==> src/rtl/a2d_pkg.sv <==
// Shared definitions for the A2D round-robin scheduler: channel numbers,
// FSM state encodings and the SPI command-word builder.
package a2d_pkg;

    // A2D mux channels wired to each sensor
    localparam logic [2:0] A2D_CH_BATT   = 3'd0;
    localparam logic [2:0] A2D_CH_CURR   = 3'd1;
    localparam logic [2:0] A2D_CH_BRAKE  = 3'd3;
    localparam logic [2:0] A2D_CH_TORQUE = 3'd4;

    // Scheduler FSM state encodings
    typedef logic [2:0] a2d_state_t;
    localparam a2d_state_t ST_IDLE     = 3'd0;
    localparam a2d_state_t ST_CNV      = 3'd1;
    localparam a2d_state_t ST_WAIT_CNV = 3'd2;
    localparam a2d_state_t ST_GAP      = 3'd3;
    localparam a2d_state_t ST_RD       = 3'd4;
    localparam a2d_state_t ST_WAIT_RD  = 3'd5;
    localparam a2d_state_t ST_STORE    = 3'd6;

    // SPI command word selecting an A2D channel
    function automatic logic [15:0] mk_cmd(input logic [2:0] ch);
        return {2'b00, ch, 11'h000};
    endfunction

endpackage

==> src/rtl/a2d_sched.sv <==
// Round-robin scheduler sharing one SPI A2D converter among four sensors.
// Each conversion is a convert transaction, a one-clock settle gap, then a
// read transaction whose low 12 bits land in the selected sample register.
module a2d_sched
    import a2d_pkg::*;
#(
    parameter bit         FAST_SIM  = 1'b0,
    parameter logic [2:0] CH_BATT   = A2D_CH_BATT,
    parameter logic [2:0] CH_CURR   = A2D_CH_CURR,
    parameter logic [2:0] CH_BRAKE  = A2D_CH_BRAKE,
    parameter logic [2:0] CH_TORQUE = A2D_CH_TORQUE
) (
    input  logic        clk,
    input  logic        rst,
    input  logic        spi_done,
    input  logic [15:0] rd_data,
    output logic        wrt,
    output logic [15:0] cmd,
    output logic [11:0] batt,
    output logic [11:0] curr,
    output logic [11:0] brake,
    output logic [11:0] torque,
    output logic [3:0]  smpl_vld
);

    logic [13:0] cnt;
    logic        tick;
    a2d_state_t  state;
    logic [1:0]  rr_ptr;
    logic [2:0]  ch_sel;
    logic [11:0] sample;
    logic        unused_hi;

    // The upper nibble of the read word carries no sample data
    assign unused_hi = ^rd_data[15:12];

    // Round-start tick when the active counter bits are all ones
    assign tick = FAST_SIM ? (&cnt[9:0]) : (&cnt);

    // Map the round-robin pointer onto the A2D channel number
    always_comb begin
        ch_sel = CH_BATT;
        case (rr_ptr)
            2'd0:    ch_sel = CH_BATT;
            2'd1:    ch_sel = CH_CURR;
            2'd2:    ch_sel = CH_BRAKE;
            2'd3:    ch_sel = CH_TORQUE;
            default: ch_sel = CH_BATT;
        endcase
    end

    // Free-running round interval counter, wrapping to zero after the tick
    always_ff @(posedge clk) begin
        if (rst) begin
            cnt <= 14'd0;
        end else if (tick) begin
            cnt <= 14'd0;
        end else begin
            cnt <= cnt + 14'd1;
        end
    end

    // Conversion sequencer: issues both SPI transactions and captures the result
    always_ff @(posedge clk) begin
        if (rst) begin
            state  <= ST_IDLE;
            wrt    <= 1'b0;
            cmd    <= 16'h0000;
            sample <= 12'h000;
        end else begin
            wrt <= 1'b0;
            case (state)
                ST_IDLE: begin
                    // Ticks seen in any other state are simply dropped
                    if (tick) begin
                        state <= ST_CNV;
                        wrt   <= 1'b1;
                        cmd   <= mk_cmd(ch_sel);
                    end
                end
                ST_CNV:      state <= ST_WAIT_CNV;
                ST_WAIT_CNV: if (spi_done) state <= ST_GAP;
                ST_GAP: begin
                    // Read transaction resends the same word; its echo is ignored
                    state <= ST_RD;
                    wrt   <= 1'b1;
                    cmd   <= mk_cmd(ch_sel);
                end
                ST_RD:       state <= ST_WAIT_RD;
                ST_WAIT_RD: begin
                    if (spi_done) begin
                        sample <= rd_data[11:0];
                        state  <= ST_STORE;
                    end
                end
                ST_STORE:    state <= ST_IDLE;
                default:     state <= ST_IDLE;
            endcase
        end
    end

    // Result registers, valid strobes and round-robin pointer
    always_ff @(posedge clk) begin
        if (rst) begin
            batt     <= 12'h000;
            curr     <= 12'h000;
            brake    <= 12'h000;
            torque   <= 12'h000;
            smpl_vld <= 4'b0000;
            rr_ptr   <= 2'd0;
        end else begin
            smpl_vld <= 4'b0000;
            if (state == ST_STORE) begin
                case (rr_ptr)
                    2'd0:    batt   <= sample;
                    2'd1:    curr   <= sample;
                    2'd2:    brake  <= sample;
                    2'd3:    torque <= sample;
                    default: batt   <= sample;
                endcase
                smpl_vld <= 4'b0001 << rr_ptr;
                rr_ptr   <= rr_ptr + 2'd1;
            end
        end
    end

endmodule

==> config.mk <==
export PLATFORM = sky130hd
export DESIGN_NAME = a2d_sched
export DESIGN_NICKNAME = d
export VERILOG_FILES = /design/src/rtl/a2d_pkg.sv /design/src/rtl/a2d_sched.sv
export SDC_FILE = /design/constraint.sdc
export NUM_CORES = 1
export LEC_CHECK = 0
export CAP_MARGIN = 10
export CORE_UTILIZATION = 30
export DETAILED_ROUTE_END_ITERATION = 8
export PLACE_DENSITY = 0.6
export SYNTH_ARGS = -nofsm -noshare
export SYNTH_HDL_FRONTEND = slang
export SYNTH_SLANG_ARGS = --single-unit
==> constraint.sdc <==
create_clock -name clk -period 2.45 [get_ports clk]
set_clock_uncertainty 0.1 [all_clocks]
set_input_delay 0.735 -clock clk [delete_from_list [all_inputs] [get_ports clk]]
set_output_delay 0.735 -clock clk [all_outputs]
set_load 0.05 [all_outputs]
Word level (Yosys, flattened, before mapping) --
Cells that the tools add are included. Widths: inputs -> output; s select.
Storage, ports and cells: input port bits 19, logic and storage cells 49, flip-flop bits (word level) 100, output and inout port bits 69
Operators by class: muxes and demuxes 9, reduce and logical (&&, ||, !) cells 13, equality and inequality tests 12, shifts and indexed selects 1, bitwise operators 1, $add $sub $neg 2
Operators by type and width (count):
- $pmux 16 s2 | 1
- $pmux 3 s6 | 1
- $mux 16 | 1
- $add 14x1->14 const B | 1
- $reduce_and 14->1 | 1
- $pmux 3 s4 | 1
- $reduce_and 2->1 | 6
- $eq 3x3->1 const B | 3
- $mux 3 | 3
- $eq 3x2->1 const B | 2
- $ne 2x2->1 const B | 3
- $eq 2x2->1 const B | 2
- $reduce_or 2->1 | 2
- $shl 1x2->4 const A | 1
- $eq 3x1->1 const B | 1
- $logic_not 3->1 | 1
- $reduce_and 3->1 | 1
- $add 2x1->2 const B | 1
- $eq 2x1->1 const B | 1
- $logic_not 2->1 | 1
- $pmux 1 s2 | 1
- $reduce_bool 2->1 | 1
- $mux 1 | 1
- $not 1->1 | 1

Logic depth before layout (Yosys ltp) --
Gate-level depths: netlist of run 1.
depth after elaboration 4, mapped depth 6, mapped depth without buffers 5

Least setup slack after synthesis of run 1 --
OpenSTA, ideal clock, no wires.
path type reg-to-reg, start point register cnt[0], end point register cmd[12], data required time 2228 ps, cell stages (with the launch flop) 6, path slack 754 ps, arrival 1474 ps, library setup time 122 ps, cells stage by stage dfxtp_1 -> ha_1 -> nand4_4 -> o41ai_2 -> nor2_1 -> a221o_1
On the way: longest elaborated chain between the ends 3
RTL lines:
- start: declaration | RTL line a2d_sched.sv:26 | logic [13:0] cnt;
- start signal: assignment | RTL line a2d_sched.sv:59 | cnt <= cnt + 14'd1;
- $reduce_and 14->1 | RTL line a2d_sched.sv:38 | assign tick = FAST_SIM ? (&cnt[9:0]) : (&cnt);
- $ne 2x2->1 (no line)
- $reduce_and 2->1 (no line)
- end signal: assignment | RTL line a2d_sched.sv:78 | cmd <= mk_cmd(ch_sel);
- end signal: assignment | RTL line a2d_sched.sv:87 | cmd <= mk_cmd(ch_sel);
- end: declaration | RTL line a2d_sched.sv:18 | output logic [15:0] cmd,
No other way between the ends. A chain may end at the register's enable or synchronous reset.

Worst setup path after layout of run 1 --
start point register cmd[12], end point output port cmd[12]
No word-level cell between the ends.

==> reports/qor.csv, run 1 <==
stage;metric;value;unit
sta;hold_viol_final;0;
critical_path;cp-end-kind;output pin;
critical_path;cp-start-kind;flop;
placed_design;place.gp.congestion;0.781;
power;p_per_area;633;nW/um^2
placed_design;hpwlAfterDp;5830;um
sta;fin_ws;0.0717;ns
critical_path;cp_top_family;buffers and inverters;
critical_path;max_stage_delay;0.82;ns
die;start_util;0.314;
power;p_seq_frac;0.499;
die;rows;38;
power;p_comb_frac;0.037;
clock_tree;cts_buffer_depth;2;
sta;tns;0;ns
clock_tree;clkTransAtPathRegs;0.07;ns
route;viasPerCell;4.60;
clock_tree;cts_sinks;87;
sta;setup_viol;0;
placed_design;portBuffers;70;
critical_path;required;1.62;ns
route;routed_wl;8160;um
critical_path;crit_buf_inv;1;
route;dr_total_vias;2896;
logic_synthesis;synth.top_cell.area_share;0.503;
job;drv_cap;0;
logic_synthesis;yosys.cell_types.count;35;
logic_synthesis;syn_inst;424;
clock_tree;cts_buffers;9;
route;drt-initial-drc-count;132;
global_route;grt_remaining_overflow;0;
clock_tree;cts_setup_buffers;0;
die;dieArea;12000;um^2
power;p_leak;1.53;nW
sta;period_minus_slack;2.38;ns
sta;fmax;420;MHz
sta;period_share;0.971;
power;peakVddDrop;316;uV
cells_and_area;final_common_cell;nand2_1;
sta;rsz0062_at_grt;no;
cells_and_area;antenna_cells;0;
placed_design;pre_cts_ws;0.267;ns
power;internal_power;2.16;mW
critical_path;r2r-start;cnt[0];
sta;worst_slew_pin_slew;0.540;ns
sta;slew_viol_final;0;
logic_synthesis;synth_area_leaders;dfxtp_1 (50%), nand2_1 (15%), a21oi_1 (9.1%), buf_4 (2.8%), ha_1 (2.5%);
route;dr.pass1.iters;4;
clock_tree;clk-insertion-delay-late;0.34;ns
global_route;grt_pass1_wl;13000;um
die;core_area;11000;um^2
sta;slew_headroom;0.639;
critical_path;crit_start;cmd[12];
critical_path;slowest_stage;clkdlybuf4s50_1;
critical_path;crit_path_max_fanout;4;
logic_synthesis;yosysSeqAreaShare;0.503;
clock_tree;htreeDepth;3;
logic_synthesis;yosysTopAreaCell;dfxtp_1;
cells_and_area;final_cell_mix;nand2_1 (134), dfxtp_1 (87), clkdlybuf4s50_1 (67);
power;power_frac_clock;0.463;
logic_synthesis;yosys_warnings;0;
cells_and_area;fin_nets;511;
min_path;hold_class;reg2reg;
die;fp.dieH;109;um
logic_synthesis;ys_seq_elements;87;
power;p_sw;689;uW
route;ant_nets;0;
global_route;grt_antenna_before_repair;0;
global_route;track_usage;0.143;
critical_path;cp.arrival;1.54;ns
cells_and_area;area_delta_synth_final;30.0;%
clock_tree;cts_tree;yes;
min_path;hp-start;curr[1];
die;io_pins;88;
cells_and_area;drive_gt1_frac;0.0531;
global_route;grt_max_degree;36;
route;wl_per_cell;13.0;um
die;die_w;109;um
logic_synthesis;avgSynthCellArea;8.17;um^2
critical_path;path_cells;clkdlybuf4s50_1;
critical_path;critPathKind;reg2out;
power;p_sw_frac;0.242;
status;status;finished, final reports clean;
global_route;grt_pass1_vias;2492;
clock_tree;root_buffer;clkbuf_16;
logic_synthesis;netlist_area;3460;um^2
route;drc;0;
[power by group through the flow]
| stage | logic, mW | registers (mW) | clock network, mW |
|---|---|---|---|
| after floorplan | 0.0882 | 1.45 | 0 |
| after global placement | 0.105 | 1.45 | 0 |
| after detailed placement | 0.105 | 1.45 | 0 |
| after CTS | 0.106 | 1.42 | 1.35 |
| after global routing | 0.113 | 1.42 | 1.43 |
| final | 0.106 | 1.42 | 1.32 |
[path summary, 6_finish.rpt]
| check | slack [ns] | endpoint | depth (start not counted) |
|---|---|---|---|
| setup / recovery | 0.07 | cmd[12] | 1 |
| hold / removal | 0.35 | curr[1] | 2 |
| setup reg to reg | 0.54 | cmd[13] | 5 |
| hold reg to reg | 0.35 | curr[1] | 2 |
[layout make-up]
class | instances | area [um^2]
Multi-Input combinational cell | 307 | 1540
Fill cell | 1135 | 6530
Clock buffer | 9 | 225
Tap cell | 140 | 175
Inverter | 5 | 18.8
Timing Repair Buffer | 75 | 733
Clock inverter | 7 | 62.6
Sequential cell | 87 | 1740
[state kept, by name (all words and copies together) (netlist names), 3 cells and up]
| register | cells |
|---|---|
| batt | 12 |
| brake | 12 |
| cmd | 3 |
| cnt | 14 |
| curr | 12 |
| sample | 12 |
| smpl_vld | 4 |
| state | 3 |
| torque | 12 |
[cell usage after synthesis, drive strengths merged]
cell / n
a31oi: 4
xor2: 5
nand2: 134
a221o: 3
a21boi: 1
nor2: 23
nor4: 4
nand3: 5
nand4b: 1
ha: 7
or4: 1
inv: 5
and4: 2
clkbuf: 10
dfxtp: 87
o41ai: 1
and2: 6
nand4: 6
xnor2: 7
o21ai: 4
and3b: 1
nand3b: 5
and3: 3
conb: 1
nor2b: 2
buf: 27
mux2: 1
nor3: 2
a21oi: 63
nor3b: 1
o2111ai: 1
o22a: 1
[metrics by stage]
| stage | cell area, um^2 | std cells | hold WS, ns | total power, mW | utilization |
|---|---|---|---|---|---|
| floorplan | 3510 | 436 | 0.321 | 1.54 | - |
| global placement | 4210 | 614 | 0.335 | 1.56 | 0.382 |
| detailed placement | 4210 | 614 | 0.347 | 1.56 | 0.382 |
| CTS | 4500 | 630 | 0.356 | 2.87 | 0.408 |
| global route | 4500 | 630 | 0.374 | 2.96 | 0.408 |
| finish | 4500 | 630 | 0.354 | 2.85 | 0.408 |
[cells by family (layout without fill, tap and decap cells)]
family                   Yosys count  after routing  share of synthesized area
adder cells (fa/ha/maj)            7              7                     0.0253
multiplexers                       1              1                    0.00325
other                              1             13                    0.00108
AO/OA/AOI/OAI                     78             78                      0.125
flip-flops                        87             87                      0.503
buffers and inverters             42             96                     0.0643
AND/OR/NAND/NOR                  196            196                      0.248
XOR/XNOR                          12             12                     0.0304
[routing by layer]
metal | vias to the layer above | part of all wire | GRT usage
met5 | - | 0 | 0
met4 | 0 | 0.019 | 0.0686
met3 | 11 | 0.067 | 0.0296
met2 | 103 | 0.44 | 0.211
met1 | 1285 | 0.48 | 0.199
li1 | 1497 | - | -
[timing repair]
action | in CTS | in global routing
hold buffers | 0 | 0
endpoints found under the setup margin | 0 | 1
resized for setup | 0 | 1
No activity file was read; power rests on OpenSTA's default activity.
==> run 2: changes to the inputs <==
Settings changed: GPL_TIMING_DRIVEN set to 0.
==> run 2 against run 1 <==
Against the previous run:
- clock-buffer cell count is the same
- highest routed layer unchanged
- final cell count grew 5.1%
- utilization grew 1.6 points
- wire length grew 8.0%
- clock power is essentially flat
- via count grew 4.7%
- first-iteration DRC count shrank 11%
==> reports/qor.csv, run 2 (synthesis results as in run 1) <==
stage;metric;value;unit;change
sta;period_minus_slack;2.38;ns;about the same
route;wl_per_cell;13.3;um;was 13.0 um
critical_path;cp.arrival;1.55;ns;was 1.54 ns
critical_path;required;1.62;ns;about the same
placed_design;dpl_cell_area;4380;um^2;was 4210 um^2
critical_path;crit_path_max_fanout;4;;unchanged
status;status;finished, final reports clean;;unchanged
sta;fmax;420;MHz;about the same
global_route;grt_remaining_overflow;0;;unchanged
clock_tree;cts_resized;0;;unchanged
die;io_pins;88;;unchanged
route;routed_wl;8820;um;was 8160 um
cells_and_area;final_area;4680;um^2;was 4500 um^2
critical_path;crit_buf_inv;1;;unchanged
sta;hold_viol_final;0;;unchanged
sta;rsz0062_at_grt;no;;unchanged
min_path;hold_class;reg2reg;;unchanged
job;drv_cap;0;;unchanged
critical_path;cp-start-kind;flop;;unchanged
sta;setup_viol;0;;unchanged
cells_and_area;drive_gt1_frac;0.0862;;was 0.0531
clock_tree;cts_tree;yes;;unchanged
clock_tree;clkTransAtPathRegs;0.07;ns;about the same
cells_and_area;final_common_cell;nand2_1;;unchanged
route;drt-initial-drc-count;118;;was 132
global_route;grt_antenna_before_repair;0;;unchanged
route;ant_nets;0;;unchanged
clock_tree;root_buffer;clkbuf_16;;unchanged
sta;period_share;0.972;;was 0.971
die;rows;38;;unchanged
clock_tree;cts_setup_buffers;0;;unchanged
cells_and_area;area_delta_synth_final;35.2;%;was 30.0%
power;p_per_area;619;nW/um^2;was 633 nW/um^2
critical_path;reg2reg_slack;0.56;ns;was 0.54 ns
die;die_w;109;um;unchanged
global_route;track_usage;0.155;;was 0.143
clock_tree;hold_buffers;0;;unchanged
cells_and_area;largest_register_ffs;14;;unchanged
route;viasPerCell;4.58;;was 4.60
sta;tns;0;ns;unchanged
global_route;grt_pass1_wl;13900;um;was 13000 um
critical_path;path_cells;clkdlybuf4s50_1;;unchanged
die;start_util;0.314;;unchanged
die;fp.dieH;109;um;unchanged
clock_tree;cts_buffer_depth;2;;unchanged
cells_and_area;fin_nets;543;;was 511
critical_path;cp_top_family;buffers and inverters;;unchanged
power;peakVddDrop;278;uV;was 316 uV
route;dr_total_vias;3033;;was 2896
sta;worst_slew_pin_slew;0.542;ns;was 0.540 ns
critical_path;max_stage_delay;0.83;ns;was 0.82 ns
clock_tree;clk-insertion-delay-late;0.34;ns;about the same
global_route;grt_max_degree;19;;was 36
cells_and_area;final_cell_mix;nand2_1 (134), dfxtp_1 (87), clkdlybuf4s50_1 (69);;was nand2_1 (134), dfxtp_1 (87), clkdlybuf4s50_1 (67)
placed_design;hpwlAfterDp;6490;um;was 5830 um
cells_and_area;antenna_cells;0;;unchanged
critical_path;slowest_stage;clkdlybuf4s50_1;;unchanged
sta;slew_viol_final;0;;unchanged
sta;slew_headroom;0.638;;was 0.639
route;drc;0;;unchanged
placed_design;portBuffers;70;;unchanged
placed_design;place.gp.congestion;0.793;;was 0.781
clock_tree;cts_sinks;87;;unchanged
die;dieArea;12000;um^2;unchanged
clock_tree;cts_buffers;9;;unchanged
cells_and_area;regMostFlops;cnt;;unchanged
clock_tree;htreeDepth;3;;unchanged
critical_path;cp-end-kind;output pin;;unchanged
route;dr.pass1.iters;4;;unchanged
global_route;grt_pass1_vias;2810;;was 2492
power;p_leak;1.65;nW;was 1.53 nW
die;core_area;11000;um^2;unchanged
critical_path;critPathKind;reg2out;;unchanged
[run 2: cell type report]
class	count	area, um^2
clock inverters	7	68.8
well taps	140	175
multi-input cells	307	1540
flip-flops and latches	87	1740
inverters	5	18.8
clock buffers	9	225
repair buffers	70	703
fillers	1147	6350
plain buffers	37	204
[run 2: worst paths after layout]
| kind | startpoint | to | depth (start not counted) |
|---|---|---|---|
| max | cmd[11] | cmd[11] | 1 |
| min | brake[6] | brake[6] | 2 |
| max reg2reg | cnt[0] | cmd[11] | 5 |
| min reg2reg | brake[6] | brake[6] | 2 |
[run 2: per-layer routing]
| metal | GRT usage | up-vias | wire length [um] |
|---|---|---|---|
| met3 | 0.0338 | 10 | 504 |
| li1 | - | 1567 | - |
| met2 | 0.243 | 92 | 3980 |
| met1 | 0.204 | 1364 | 4180 |
| met4 | 0.0724 | 0 | 154 |
| met5 | 0 | - | 0 |
[run 2: per-stage QoR]
stage	total power, mW	worst slack [ns]	std cells	utilization	hold WS [ns]
2_1_floorplan	1.54	0.754	436	-	0.321
3_3_place_gp	1.58	-0.0784	646	0.397	0.336
3_5_place_dp	1.58	-0.0730	646	0.397	0.348
4_1_cts	2.93	0.0542	662	0.424	0.357
5_1_grt	3.02	0.0142	662	0.424	0.372
6_report	2.90	0.0696	662	0.424	0.355
[run 2: where the power goes]
part           internal, mW  switching (mW)
registers              1.42         0.00408
logic                0.0433          0.0839
clock network         0.722           0.628
total                  2.18           0.716
==> run 3: changes to the inputs <==
Settings changed: GPL_TIMING_DRIVEN 0 to unset.
==> results of run 3 <==
Final layout, timing and power as in run 1 (identical DEF).
